[src/rtl/joint_pkg.sv]
// Shared definitions for the joint frequency ramp: command width and ramp FSM states.
package joint_pkg;

  localparam int FREQ_W = 32;

  typedef enum logic [1:0] {
    IDLE = 2'd0,
    RAMP = 2'd1,
    HOLD = 2'd2
  } ramp_state_e;

endpackage

[src/rtl/ramp_tick_gen.sv]
// Ramp tick divider: counts 0..TICK_DIV-1 and pulses tick for one cycle on the last count.
module ramp_tick_gen #(
  parameter int TICK_DIV = 48
) (
  input  logic clk,
  input  logic rst_n,
  input  logic clr,
  output logic tick
);

  localparam int CW = (TICK_DIV > 1) ? $clog2(TICK_DIV) : 1;
  localparam logic [CW-1:0] LAST = CW'(TICK_DIV - 1);

  logic [CW-1:0] cnt_q, cnt_d;

  always_comb begin
    cnt_d = cnt_q;
    if (clr || cnt_q == LAST) begin
      cnt_d = '0;
    end else begin
      cnt_d = cnt_q + 1'b1;
    end
  end

  always_ff @(posedge clk) begin
    if (!rst_n) begin
      cnt_q <= '0;
    end else begin
      cnt_q <= cnt_d;
    end
  end

  // A cleared divider never fires, so a disabled joint sees no stray tick.
  assign tick = (cnt_q == LAST) && !clr;

endmodule

[src/rtl/joint_freq_ramp.sv]
// Slew-limited joint frequency command with host-update watchdog and ramp/hold FSM.
// targetValid is a one-cycle strobe with no back-pressure; targetFreq is sampled only on it.
module joint_freq_ramp
  import joint_pkg::*;
#(
  parameter int TICK_DIV   = 48,
  parameter int ACC_STEP   = 100,
  parameter int MAX_FREQ   = 2000000,
  parameter int WDT_CYCLES = 4800000
) (
  input  logic                     clk,
  input  logic                     rst_n,
  input  logic                     jointEnable,
  input  logic signed [FREQ_W-1:0] targetFreq,
  input  logic                     targetValid,
  output logic signed [FREQ_W-1:0] jointFreqCmd,
  output logic                     atTarget,
  output logic                     wdtTimeout,
  output logic [1:0]               state_o
);

  localparam int WW = $clog2(WDT_CYCLES + 1);
  localparam logic [WW-1:0] WDT_LAST = WW'(WDT_CYCLES);
  localparam logic signed [FREQ_W-1:0] MAX_S   = FREQ_W'(MAX_FREQ);
  localparam logic signed [FREQ_W-1:0] MIN_S   = -MAX_S;
  localparam logic signed [FREQ_W-1:0] STEP32  = FREQ_W'(ACC_STEP);
  localparam logic signed [FREQ_W:0]   STEP33  = (FREQ_W + 1)'(ACC_STEP);
  localparam logic signed [FREQ_W:0]   NSTEP33 = -STEP33;

  ramp_state_e state_q, state_d;
  logic signed [FREQ_W-1:0] tgt_q, tgt_d, cmd_d, eff, tgt_sat;
  logic signed [FREQ_W:0]   diff;
  logic [WW-1:0]            wdt_cnt_q, wdt_cnt_d;
  logic                     wdt_d, at_target_d, tick;

  ramp_tick_gen #(.TICK_DIV(TICK_DIV)) u_tick (
    .clk  (clk),
    .rst_n(rst_n),
    .clr  (!jointEnable),
    .tick (tick)
  );

  always_comb begin
    tgt_sat = targetFreq;
    if (targetFreq > MAX_S) tgt_sat = MAX_S;
    else if (targetFreq < MIN_S) tgt_sat = MIN_S;
    tgt_d = targetValid ? tgt_sat : tgt_q;
  end

  // The flag is set by the same edge at which the count reaches its limit.
  always_comb begin
    wdt_cnt_d = wdt_cnt_q;
    wdt_d     = wdtTimeout;
    if (targetValid) begin
      wdt_cnt_d = '0;
      wdt_d     = 1'b0;
    end else if (wdt_cnt_q != WDT_LAST) begin
      wdt_cnt_d = wdt_cnt_q + 1'b1;
      if (wdt_cnt_d == WDT_LAST) wdt_d = 1'b1;
    end
  end

  // The 33-bit difference keeps every step in range; a step never overshoots eff.
  always_comb begin
    eff   = (wdtTimeout || !jointEnable) ? '0 : tgt_q;
    diff  = {eff[FREQ_W-1], eff} - {jointFreqCmd[FREQ_W-1], jointFreqCmd};
    cmd_d = jointFreqCmd;
    if (!jointEnable) begin
      cmd_d = '0;
    end else if (tick) begin
      if (diff > STEP33) cmd_d = jointFreqCmd + STEP32;
      else if (diff < NSTEP33) cmd_d = jointFreqCmd - STEP32;
      else cmd_d = eff;
    end
  end

  always_comb begin
    state_d = state_q;
    if (!jointEnable) begin
      state_d = IDLE;
    end else begin
      case (state_q)
        IDLE:    state_d = RAMP;
        RAMP:    if (cmd_d == eff) state_d = HOLD;
        HOLD:    if (cmd_d != eff) state_d = RAMP;
        default: state_d = IDLE;
      endcase
    end
    at_target_d = (state_d != RAMP);
  end

  always_ff @(posedge clk) begin
    if (!rst_n) begin
      state_q      <= IDLE;
      tgt_q        <= '0;
      jointFreqCmd <= '0;
      wdt_cnt_q    <= '0;
      wdtTimeout   <= 1'b0;
      atTarget     <= 1'b1;
    end else begin
      state_q      <= state_d;
      tgt_q        <= tgt_d;
      jointFreqCmd <= cmd_d;
      wdt_cnt_q    <= wdt_cnt_d;
      wdtTimeout   <= wdt_d;
      atTarget     <= at_target_d;
    end
  end

  assign state_o = state_q;

endmodule

[config.mk]
export PLATFORM = sky130hd
export DESIGN_NAME = joint_freq_ramp
export DESIGN_NICKNAME = d
export VERILOG_FILES = /design/src/rtl/joint_pkg.sv /design/src/rtl/ramp_tick_gen.sv /design/src/rtl/joint_freq_ramp.sv
export SDC_FILE = /design/constraint.sdc
export NUM_CORES = 1
export LEC_CHECK = 0
export CAP_MARGIN = 0
export CORE_AREA = 4 4 146 184
export DETAILED_ROUTE_END_ITERATION = 10
export DIE_AREA = 0 0 150 188
export GPL_ROUTABILITY_DRIVEN = 0
export MAX_ROUTING_LAYER = met4
export PLACE_DENSITY_LB_ADDON = 0.05
export SLEW_MARGIN = 20
export SYNTH_ARGS = -nofsm -noshare
export SYNTH_HDL_FRONTEND = slang
export SYNTH_HIERARCHICAL = 1
export SYNTH_SLANG_ARGS = --single-unit
[constraint.sdc]
create_clock -name clk -period 21.6 [get_ports clk]
set_clock_uncertainty 0.15 [all_clocks]
set_input_delay 4.32 -clock clk [delete_from_list [all_inputs] [get_ports clk]]
set_output_delay 4.32 -clock clk [all_outputs]
set_load 0.01 [all_outputs]
==> results.py, run 1 <==
metrics = {
    "hold_path": {
        "hold_path_end": "u_tick/cnt_q[0]",
        "timing.hold.worst.class": "reg2reg",
        "cell_count_of_the_worst_hold_path": 1,
        "timing.hold.worst.start": "u_tick/cnt_q[0]",
    },
    "routing": {
        "drt_first_pass_iters": 6,
        "avgViaCountPerCell": 6.88,
        "sum_of_routed_wire_length_over_all_layers_um": 47700,
        "final_antenna_net_count": 0,
        "remaining_drc_errors": 0,
        "num_vias": 13516,
        "detail_route.wl_per_cell_um": 24.3,
        "drt_iter0_drc": 1679,
    },
    "power": {
        "power_leakage_nw": 4.48,
        "vdd_drop_max_v": 0.0000370,
        "power_per_cell_area_nw_per_um2": 46.0,
        "power.total_mw": 0.565,
    },
    "yosys": {
        "synth_top_flop_cell": "sky130_fd_sc_hd__dfxtp_1",
        "synth_area_leader_cell": "sky130_fd_sc_hd__dfxtp_1",
        "synthXorXnorAreaFrac": 0.0487,
        "edff_count_synth": 0,
        "synthesis.nets": 1692,
        "synth.cell_area_um2": 11200,
        "muxShareOfSynthArea": 0.0129,
        "synth.area.top_cells": "sky130_fd_sc_hd__dfxtp_1, sky130_fd_sc_hd__nor2_1, sky130_fd_sc_hd__nand2_1",
        "syn_inst": 1627,
        "combinational_family_with_the_most_area_after_synthesis": "simple AND/OR/NAND/NOR gates",
        "synthesis.yosys.warnings": 6,
        "synth_largest_type_area_fraction": 0.174,
        "synth_compound_gate_area_share": 0.327,
        "yosys.area_share.simple": 0.336,
        "ys_async_sr_fraction": 0,
        "synth.ff_latch_count": 97,
        "ys_types": 104,
        "yosysSeqAreaShare": 0.174,
        "mean_cell_area_of_the_mapped_netlist_um2": 6.86,
        "synth-adder-area-share": 0.0351,
    },
    "global_route": {
        "overflow_after_grt": 0,
        "grt_antenna_before_repair": 0,
        "maximum_number_of_pins_on_one_net_before_global_route_repair": 62,
        "grt_first_pass_wirelength_um": 73200,
        "grt_usage": 0.339,
        "first_global_vias": 12585,
    },
    "finish": {
        "layout-drive-gt1-share": 0.0528,
        "layout-area-overhead-vs-synth_pct": 10.1,
        "antenna_cells": 0,
        "postLayoutCellArea_um2": 12300,
        "num-nets-final": 1690,
        "seq_area_um2": 1940,
        "area_of_the_multi_input_gates_um2": 8480,
        "layout.filler_cells": 2710,
    },
    "timing": {
        "max-slew-margin-rel": 0.332,
        "slew_violations": 0,
        "rsz0062_at_grt": "false",
        "min_period_ns": 12.99,
        "timing.setup.tns_ns": 0,
        "achievable_frequency_mhz": 77.0,
        "finalHoldViolCount": 0,
        "final_setup_violation_count": 0,
        "timing.final.crit_share": 0.601,
        "worst_pin_slew_ns": 0.977,
    },
    "floorplan": {
        "floorplan.io_pins": 72,
        "effective_utilization_at_floorplan": 0.445,
        "die_w_um": 150,
        "die_area_um2": 28200,
        "placementRows": 65,
        "die_height_um": 188,
        "placeableCoreArea_um2": 25000,
    },
    "worst_setup_path": {
        "worst_r2r_startpoint": "wdtTimeout",
        "reg2reg_slack_ns": 13.27,
        "crit_path_max_fanout": 40,
        "timing.reg2reg.worst_path_depth": 20,
        "reg2reg_to": "state_o[0]",
        "criticalPathCategory": "in2reg",
        "startpoint_kind_of_the_worst_setup_timing_path": "input pin",
        "worst-endpoint-arrival_ns": 13.07,
        "crit_path_end_kind": "flop",
        "data_required_time_at_the_worst_endpoint_ns": 21.68,
    },
    "clock_tree": {
        "cts_h_tree_depth": 3,
        "cts_hold_buffers": 0,
        "cts_inserted_buffers": 9,
        "tritoncts": "built",
        "ctsResizeCount": 0,
        "clkLatencyLatePin_ns": 0.37,
        "clk_path_buf_depth": 2,
        "number_of_buffers_inserted_by_post_cts_setup_repair": 0,
        "clkSinkCount": 97,
        "path_clk_slew_ns": 0.07,
        "root_buffer": "sky130_fd_sc_hd__clkbuf_16",
    },
    "outcome": {
        "outcome": "finished, final reports clean",
    },
    "placement": {
        "dpl-instance-area_um2": 12000,
        "dp.final_hpwl_um": 36100,
        "io_buffers": 71,
    },
    "flow_run": {
        "max-cap-violations": 0,
    },
}
per-layer routing:
layer / vias up / wire (um) / part of all wire / global-route usage
met5: - / 0 / 0 / -
met4: 0 / 3460 / 0.073 / 0.191
met3: 249 / 4970 / 0.10 / 0.0602
met2: 934 / 20800 / 0.44 / 0.511
met1: 6229 / 18500 / 0.39 / 0.426
li1: 6104 / - / - / -
report_power, final:
group	internal (mW)	leakage (nW)	total (mW)	switching [mW]
registers	0.182	0.787	0.189	0.00683
logic	0.0756	3.56	0.219	0.143
clock network	0.0794	0.136	0.157	0.0776
total	0.337	4.48	0.565	0.228
synth_stat cells, types with 25 or more instances:
cell / n
sky130_fd_sc_hd__inv_1: 67
sky130_fd_sc_hd__nor2_1: 169
sky130_fd_sc_hd__nand4_1: 35
sky130_fd_sc_hd__and3_1: 31
sky130_fd_sc_hd__xnor2_1: 41
sky130_fd_sc_hd__dfxtp_1: 97
sky130_fd_sc_hd__o22ai_1: 30
sky130_fd_sc_hd__nor3_1: 52
sky130_fd_sc_hd__nand2_1: 168
sky130_fd_sc_hd__and2_1: 25
sky130_fd_sc_hd__o21ai_0: 114
sky130_fd_sc_hd__nand3_1: 58
sky130_fd_sc_hd__clkbuf_1: 69
sky130_fd_sc_hd__a21oi_1: 92
sky130_fd_sc_hd__buf_2: 25
sky130_fd_sc_hd__ha_1: 28
metrics by stage:
step | hold WS, ns | worst slack [ns] | utilization | std cells
3_3_place_gp | 0.290 | 8.56 | 0.479 | 1949
6_report | 0.305 | 8.61 | 0.490 | 1965
3_5_place_dp | 0.297 | 8.52 | 0.479 | 1949
2_1_floorplan | 0.275 | 10.40 | - | 1627
5_1_grt | 0.327 | 8.22 | 0.490 | 1965
4_1_cts | 0.313 | 8.89 | 0.490 | 1965
cells in the final DEF (no fill, tap or decap), types with 15 or more instances in the layout:
cell,synthesis,final
sky130_fd_sc_hd__nor2_1,169,169
sky130_fd_sc_hd__nand2_1,168,168
sky130_fd_sc_hd__o21ai_0,114,114
sky130_fd_sc_hd__dfxtp_1,97,97
sky130_fd_sc_hd__a21oi_1,92,92
sky130_fd_sc_hd__clkdlybuf4s50_1,0,71
sky130_fd_sc_hd__inv_1,67,67
sky130_fd_sc_hd__nand3_1,58,58
sky130_fd_sc_hd__nor3_1,52,51
sky130_fd_sc_hd__xnor2_1,41,41
sky130_fd_sc_hd__nand4_1,35,35
sky130_fd_sc_hd__and3_1,31,31
sky130_fd_sc_hd__o22ai_1,30,30
sky130_fd_sc_hd__ha_1,28,28
sky130_fd_sc_hd__and2_1,25,25
sky130_fd_sc_hd__buf_4,4,25
sky130_fd_sc_hd__or3_1,24,24
sky130_fd_sc_hd__a21o_1,24,24
sky130_fd_sc_hd__nor2b_1,24,23
sky130_fd_sc_hd__nor4_1,22,22
sky130_fd_sc_hd__nand2b_1,22,22
sky130_fd_sc_hd__xor2_1,21,21
sky130_fd_sc_hd__o211ai_1,21,21
sky130_fd_sc_hd__a211oi_1,20,20
sky130_fd_sc_hd__a31oi_1,16,16
sky130_fd_sc_hd__o2111ai_1,16,16
sky130_fd_sc_hd__a2111oi_0,16,15
cell type report:
class	instances	area share
Inverter	71	0.0217
Tap cell	335	0.0341
Multi-Input combinational cell	1350	0.691
Sequential cell	97	0.158
Clock buffer	11	0.0189
Timing Repair Buffer	96	0.0731
Clock inverter	5	0.00316
sequential cells by signal (all words and copies together), names as in the netlist:
signal        flops
atTarget          1
u_tick/cnt_q      6
jointFreqCmd     32
state_o           2
wdtTimeout        1
wdt_cnt_q        23
tgt_q            32
critical path: stages:
cell and delay [ns]:
sky130_fd_sc_hd__clkdlybuf4s50_1 0.46, sky130_fd_sc_hd__buf_4 0.45, sky130_fd_sc_hd__nor2b_4 0.56, sky130_fd_sc_hd__buf_4 0.47
sky130_fd_sc_hd__and2_1 0.37, sky130_fd_sc_hd__ha_1 0.36, sky130_fd_sc_hd__inv_1 0.17, sky130_fd_sc_hd__nor3_1 0.74
sky130_fd_sc_hd__and4_1 0.34, sky130_fd_sc_hd__o311a_1 0.30, sky130_fd_sc_hd__o21ai_0 0.23, sky130_fd_sc_hd__a2111o_1 0.46
sky130_fd_sc_hd__or4_1 0.56, sky130_fd_sc_hd__or4b_1 0.72, sky130_fd_sc_hd__nand2_2 0.55, sky130_fd_sc_hd__o32ai_1 0.21
sky130_fd_sc_hd__a2111oi_0 0.55, sky130_fd_sc_hd__mux2i_1 0.26, sky130_fd_sc_hd__o2111ai_1 0.12, sky130_fd_sc_hd__a2111o_1 0.46
sky130_fd_sc_hd__o31ai_2 0.28, sky130_fd_sc_hd__a21oi_1 0.09
cell families (layout without fill, tap and decap cells):
| kind of cell | count (synthesis) | count (layout) |
|---|---|---|
| simple gates | 716 | 716 |
| compound gates | 527 | 527 |
| buf+inv | 180 | 183 |
| flops | 97 | 97 |
| xor+xnor | 62 | 62 |
| fa+ha+maj | 31 | 31 |
| mux | 14 | 14 |
how the worst max path moves through the flow:
| stage | from | endpoint | slack (ns) | depth (start not counted) |
|---|---|---|---|---|
| 2_1_floorplan | jointEnable | state_o[0] | 10.40 | 27 |
| 3_3_place_gp | jointEnable | state_o[0] | 8.56 | 22 |
| 3_5_place_dp | jointEnable | state_o[0] | 8.52 | 22 |
| 4_1_cts | jointEnable | state_o[0] | 8.89 | 22 |
| 5_1_grt | jointEnable | state_o[0] | 8.22 | 22 |
| 6_report | jointEnable | state_o[0] | 8.61 | 22 |
No activity file was read; power rests on OpenSTA's default activity.
==> run 2, diff against run 1 <==
- clock period: 21.6 -> 11.9 ns (I/O delays scaled with it)
==> run 2 against run 1 <==
Sequential share of layout area is essentially flat. Worst setup slack worse by 7.2 ns. Combinational power rose by 80%. Critical path type unchanged.
==> results.py, run 2 (synthesis gave the netlist of run 1 again) <==
metrics = {
    "power": {
        "vdd_drop_max_v": 0.0000889,
        "power_leakage_nw": 4.49,
        "power_per_cell_area_nw_per_um2": 84.3,
    },
    "global_route": {
        "first_global_vias": 12504,
        "grt_first_pass_wirelength_um": 73700,
        "grt_antenna_before_repair": 1,
        "grt_usage": 0.341,
        "overflow_after_grt": 0,
        "maximum_number_of_pins_on_one_net_before_global_route_repair": 40,
    },
    "worst_setup_path": {
        "criticalPathCategory": "in2reg",
        "crit_slowest_cell": "sky130_fd_sc_hd__a2111oi_0",
        "reg2reg_slack_ns": 3.57,
        "startpoint_kind_of_the_worst_setup_timing_path": "input pin",
        "data_required_time_at_the_worst_endpoint_ns": 12.00,
        "critical-path-max-stage-delay_ns": 0.97,
        "timing.critical_path.mode_cell": "sky130_fd_sc_hd__a2111oi_0",
        "crit_path_end_kind": "flop",
        "crit_path_max_fanout": 29,
        "timing.critical_path.buf_inv": 2,
        "worst-endpoint-arrival_ns": 10.61,
        "worstPathCellList": "clkdlybuf4s50_1, nor2b_4, nand2_1, inv_1, ha_1, a21o_1, a21o_1, a2111oi_0, o21ai_0, a2111o_1, o221ai_1, a2111oi_0, or4_1, or4b_1, nand2_2, o22ai_1, a2111oi_0, a2111oi_0, o2111ai_1, a2111o_1, o21ai_1, a21o_1",
        "critical_path.top_delay_family": "compound AO/OA/AOI/OAI gates",
    },
    "clock_tree": {
        "clkSinkCount": 97,
        "ctsResizeCount": 0,
        "root_buffer": "sky130_fd_sc_hd__clkbuf_16",
        "cts_hold_buffers": 0,
        "path_clk_slew_ns": 0.07,
        "clkLatencyLatePin_ns": 0.35,
        "cts_h_tree_depth": 3,
        "number_of_buffers_inserted_by_post_cts_setup_repair": 0,
        "clk_path_buf_depth": 2,
        "tritoncts": "built",
        "cts_inserted_buffers": 9,
    },
    "floorplan": {
        "effective_utilization_at_floorplan": 0.445,
        "die_height_um": 188,
        "placeableCoreArea_um2": 25000,
        "floorplan.io_pins": 72,
        "die_area_um2": 28200,
        "placementRows": 65,
        "die_w_um": 150,
    },
    "timing": {
        "final_setup_violation_count": 0,
        "slew_violations": 0,
        "timing.final.crit_share": 0.883,
        "rsz0062_at_grt": "false",
        "min_period_ns": 10.51,
        "worst_pin_slew_ns": 1.12,
        "finalHoldViolCount": 0,
        "finalWorstSetupSlack_ns": 1.39,
        "max-slew-margin-rel": 0.232,
        "timing.setup.tns_ns": 0,
        "achievable_frequency_mhz": 95.1,
    },
    "finish": {
        "layout.cells.most_common_list": "sky130_fd_sc_hd__nor2_1, sky130_fd_sc_hd__nand2_1, sky130_fd_sc_hd__o21ai_0",
        "stdcell_count": 1964,
        "layout-area-overhead-vs-synth_pct": 10.2,
        "layout-drive-gt1-share": 0.0528,
        "most_common_cell_after_layout_fill_and_taps_aside": "sky130_fd_sc_hd__nor2_1",
        "num-nets-final": 1689,
        "biggest_registers_after_layout": "jointFreqCmd: 32 flops, tgt_q: 32 flops, wdt_cnt_q: 23 flops",
    },
    "placement": {
        "io_buffers": 71,
        "place_inst": 1948,
        "pre_cts_slack_ns": 1.42,
        "dp.final_hpwl_um": 36700,
    },
    "routing": {
        "drt_first_pass_iters": 6,
        "sum_of_routed_wire_length_over_all_layers_um": 48100,
        "final_antenna_net_count": 0,
        "num_vias": 13504,
        "avgViaCountPerCell": 6.88,
        "drt_iter0_drc": 1817,
        "remaining_drc_errors": 0,
        "detail_route.wl_per_cell_um": 24.5,
    },
    "hold_path": {
        "timing.hold.worst.class": "reg2reg",
    },
    "flow_run": {
        "max-cap-violations": 0,
    },
    "outcome": {
        "outcome": "finished, final reports clean",
    },
}
==> run 2: through the flow <==
step                utilization  instance area (um^2)  hold slack, ns  power (mW)
floorplan                     -                 11200           0.275       0.608
global route              0.491                 12300           0.347        1.08
CTS                       0.491                 12300           0.313        1.02
finish                    0.491                 12300           0.311        1.04
global placement          0.479                 12000           0.298       0.725
detailed placement        0.479                 12000           0.297       0.725
==> run 2: final timing paths <==
| path | start | to | cells after the start |
|---|---|---|---|
| worst min register to register | u_tick/cnt_q[0] | u_tick/cnt_q[0] | 1 |
| worst max-delay path | jointEnable | atTarget | 22 |
| worst max register to register | wdtTimeout | atTarget | 21 |
| worst min-delay path | u_tick/cnt_q[0] | u_tick/cnt_q[0] | 1 |
==> run 2: layer usage <==
metal,routed length [um],global-route usage,vias to the layer above,share of wire
met5,0,-,-,0
met4,3920,0.219,0,0.081
met3,4920,0.0636,262,0.10
met2,21100,0.513,916,0.44
met1,18200,0.417,6209,0.38
li1,-,-,6117,-
==> run 2: cell type report <==
type | instances | area [um^2]
tap | 335 | 419
multi-input combinational | 1350 | 8480
clock buffer | 11 | 243
fill | 2697 | 12700
antenna | 1 | 2.50
timing repair buffer | 95 | 891
sequential | 97 | 1940
clock inverter | 4 | 51.3
inverter | 71 | 267
==> run 2: worst register-to-register path: cells and delay by family, from the launching register on <==
family,cells,cell delay [ns]
DFF,1,0.34
adders and majority gates,1,0.40
AOI/OAI and AO/OA,14,4.42
and+or+nand+nor,5,2.71
buffers and inverters,1,0.19
==> run 2: report_power, final <==
part	total, mW	internal [mW]	switching (mW)	leakage (nW)
Clock	0.298	0.168	0.130	0.142
Sequential	0.344	0.331	0.0131	0.787
Combinational	0.394	0.136	0.258	3.56
Total	1.04	0.635	0.401	4.49
==> run 3, diff against run 2 <==
- GPL_TIMING_DRIVEN: default -> 0
==> run 3 against run 2 <==
First-iteration DRC count rose by 6.9%. Global-route usage rose by 2.7 points. Sequential share of layout area fell by 0.44 points. Register-to-register slack got worse by 1.2 ns. Combinational power rose by 8.4%. Core utilization rose by 1.4 points. Final cell count rose by 4.3%. Largest power group unchanged. Critical path depth rose by 4. Sequential power fell by 1%. Worst hold slack improved by 0.00074 ns. Die area did not move.
==> results.py, run 3 (synthesis gave the netlist of run 1 again) <==
metrics = {
    "timing": {
        "max-slew-margin-rel": 0.159,
        "rsz0062_at_grt": "false",
        "slew_violations": 0,
        "timing.final.crit_share": 0.985,
        "final_setup_violation_count": 0,
        "timing.setup.tns_ns": 0,
        "achievable_frequency_mhz": 85.3,
        "worst_pin_slew_ns": 1.23,
        "min_period_ns": 11.72,
        "finalHoldViolCount": 0,
    },
    "clock_tree": {
        "cts_inserted_buffers": 9,
        "cts_h_tree_depth": 3,
        "clkSinkCount": 97,
        "path_clk_slew_ns": 0.07,
        "tritoncts": "built",
        "clk_path_buf_depth": 2,
        "root_buffer": "sky130_fd_sc_hd__clkbuf_16",
        "clkLatencyLatePin_ns": 0.37,
        "cts_hold_buffers": 0,
    },
    "floorplan": {
        "die_area_um2": 28200,
        "effective_utilization_at_floorplan": 0.445,
        "floorplan.io_pins": 72,
        "placeableCoreArea_um2": 25000,
        "die_height_um": 188,
        "die_w_um": 150,
        "placementRows": 65,
    },
    "placement": {
        "io_buffers": 70,
        "dp.final_hpwl_um": 40000,
        "place_inst": 2033,
    },
    "worst_setup_path": {
        "startpoint_kind_of_the_worst_setup_timing_path": "input pin",
        "crit_path_end_kind": "flop",
        "criticalPathCategory": "in2reg",
        "data_required_time_at_the_worst_endpoint_ns": 11.95,
        "crit_path_max_fanout": 19,
        "worst-endpoint-arrival_ns": 11.78,
        "reg2reg_to": "state_o[0]",
        "reg2reg_slack_ns": 2.34,
        "timing.reg2reg.worst_path_depth": 25,
        "worst_r2r_startpoint": "wdtTimeout",
    },
    "power": {
        "vdd_drop_max_v": 0.000100,
        "power_leakage_nw": 4.64,
        "power_per_cell_area_nw_per_um2": 86.9,
    },
    "hold_path": {
        "hold_path_end": "u_tick/cnt_q[0]",
        "cell_count_of_the_worst_hold_path": 1,
        "timing.hold.worst.start": "u_tick/cnt_q[0]",
        "timing.hold.worst.class": "reg2reg",
    },
    "finish": {
        "final_core_util": 0.505,
        "layout.cells.most_common_list": "sky130_fd_sc_hd__nor2_1, sky130_fd_sc_hd__nand2_1, sky130_fd_sc_hd__o21ai_0",
        "area_of_the_multi_input_gates_um2": 8500,
        "num-nets-final": 1773,
        "most_common_cell_after_layout_fill_and_taps_aside": "sky130_fd_sc_hd__nor2_1",
        "biggest_registers_after_layout": "jointFreqCmd: 32 flops, tgt_q: 32 flops, wdt_cnt_q: 23 flops",
        "stdcell_count": 2049,
        "layout-area-overhead-vs-synth_pct": 13.4,
        "seq_area_um2": 1940,
        "layout.filler_cells": 2669,
        "layout-drive-gt1-share": 0.0584,
    },
    "flow_run": {
        "max-cap-violations": 0,
    },
    "global_route": {
        "maximum_number_of_pins_on_one_net_before_global_route_repair": 19,
        "overflow_after_grt": 0,
        "grt_usage": 0.369,
        "grt_first_pass_wirelength_um": 77900,
        "first_global_vias": 13405,
        "grt_antenna_before_repair": 1,
    },
    "outcome": {
        "outcome": "finished, final reports clean",
    },
    "routing": {
        "detail_route.wl_per_cell_um": 25.5,
        "num_vias": 14245,
        "avgViaCountPerCell": 6.95,
        "drt_iter0_drc": 1943,
        "final_antenna_net_count": 0,
        "sum_of_routed_wire_length_over_all_layers_um": 52200,
        "remaining_drc_errors": 0,
        "drt_first_pass_iters": 11,
    },
}
run 3: changes by cell type in the layout (fill, tap and decap cells not counted), moves of 2 or more:
cell	delta
sky130_fd_sc_hd__clkbuf_1	+66
sky130_fd_sc_hd__clkbuf_2	+2
sky130_fd_sc_hd__buf_2	+25
sky130_fd_sc_hd__buf_1	+7
sky130_fd_sc_hd__buf_6	+3
sky130_fd_sc_hd__buf_4	-19
run 3: final cells by class:
class,instances,area share
Timing Repair Buffer,71,0.0560
Sequential cell,97,0.153
Multi-Input combinational cell,1350,0.672
Buffer,108,0.0377
Clock inverter,7,0.00880
Inverter,71,0.0211
Antenna cell,1,0.000198
Clock buffer,9,0.0178
Tap cell,335,0.0331
run 3: power breakdown:
part / total (mW) / switching, mW / internal (mW) / leakage [nW]
combinational: 0.427 / 0.285 / 0.142 / 3.70
clock: 0.334 / 0.146 / 0.188 / 0.157
sequential: 0.339 / 0.00746 / 0.331 / 0.787
total: 1.10 / 0.438 / 0.662 / 4.64
run 3: timing repair:
| action | in CTS | in global routing |
|---|---|---|
| buffers inserted | 0 | 0 |
| resized for setup | 2 | 5 |
| setup endpoints to repair | 3 | 3 |
run 3: layer usage:
| metal | vias to the layer above | global-route usage | part of all wire |
|---|---|---|---|
| li1 | 6283 | - | - |
| met5 | - | - | 0 |
| met4 | 0 | 0.262 | 0.096 |
| met2 | 1081 | 0.551 | 0.42 |
| met3 | 377 | 0.114 | 0.13 |
| met1 | 6504 | 0.415 | 0.36 |
run 3: through the flow:
stage	hold slack [ns]	worst slack (ns)	total power [mW]	cell area, um^2
after floorplan	0.275	2.64	0.608	11200
after global placement	0.291	-0.907	0.742	12300
after detailed placement	0.303	-0.690	0.745	12300
after CTS	0.319	0.105	1.08	12600
after global routing	0.339	0.0173	1.14	12700
final	0.312	0.175	1.10	12700
run 3: how the worst max path moves through the flow:
| stage | from | end | slack [ns] | depth (start not counted) |
|---|---|---|---|---|
| after floorplan | jointEnable | state_o[0] | 2.64 | 27 |
| final | jointEnable | state_o[0] | 0.18 | 26 |
| after global routing | jointEnable | state_o[0] | 0.02 | 27 |
| after global placement | jointEnable | state_o[0] | -0.91 | 27 |
| after detailed placement | jointEnable | state_o[0] | -0.69 | 27 |
| after CTS | jointEnable | state_o[0] | 0.10 | 29 |
run 3: critical path, stage by stage:
cell	delay, ns
sky130_fd_sc_hd__clkdlybuf4s50_1	0.56
sky130_fd_sc_hd__nor2b_1	0.14
sky130_fd_sc_hd__buf_2	0.20
sky130_fd_sc_hd__buf_2	0.30
sky130_fd_sc_hd__buf_2	0.47
sky130_fd_sc_hd__clkbuf_2	0.44
sky130_fd_sc_hd__clkbuf_2	0.39
sky130_fd_sc_hd__and2_1	0.28
sky130_fd_sc_hd__ha_1	0.32
sky130_fd_sc_hd__nand2_1	0.25
sky130_fd_sc_hd__nor3_1	0.68
sky130_fd_sc_hd__and4_1	0.33
sky130_fd_sc_hd__o311a_1	0.36
sky130_fd_sc_hd__nor2_1	0.13
sky130_fd_sc_hd__o211ai_1	0.49
sky130_fd_sc_hd__nand4_1	0.17
sky130_fd_sc_hd__nor4_2	0.90
sky130_fd_sc_hd__nor2_1	0.36
sky130_fd_sc_hd__clkbuf_1	0.39
sky130_fd_sc_hd__a211oi_1	0.32
sky130_fd_sc_hd__o31ai_1	0.14
sky130_fd_sc_hd__a2111oi_0	0.69
sky130_fd_sc_hd__nand4_1	0.27
sky130_fd_sc_hd__a2111o_1	0.40
sky130_fd_sc_hd__o31ai_2	0.27
sky130_fd_sc_hd__a21oi_1	0.09
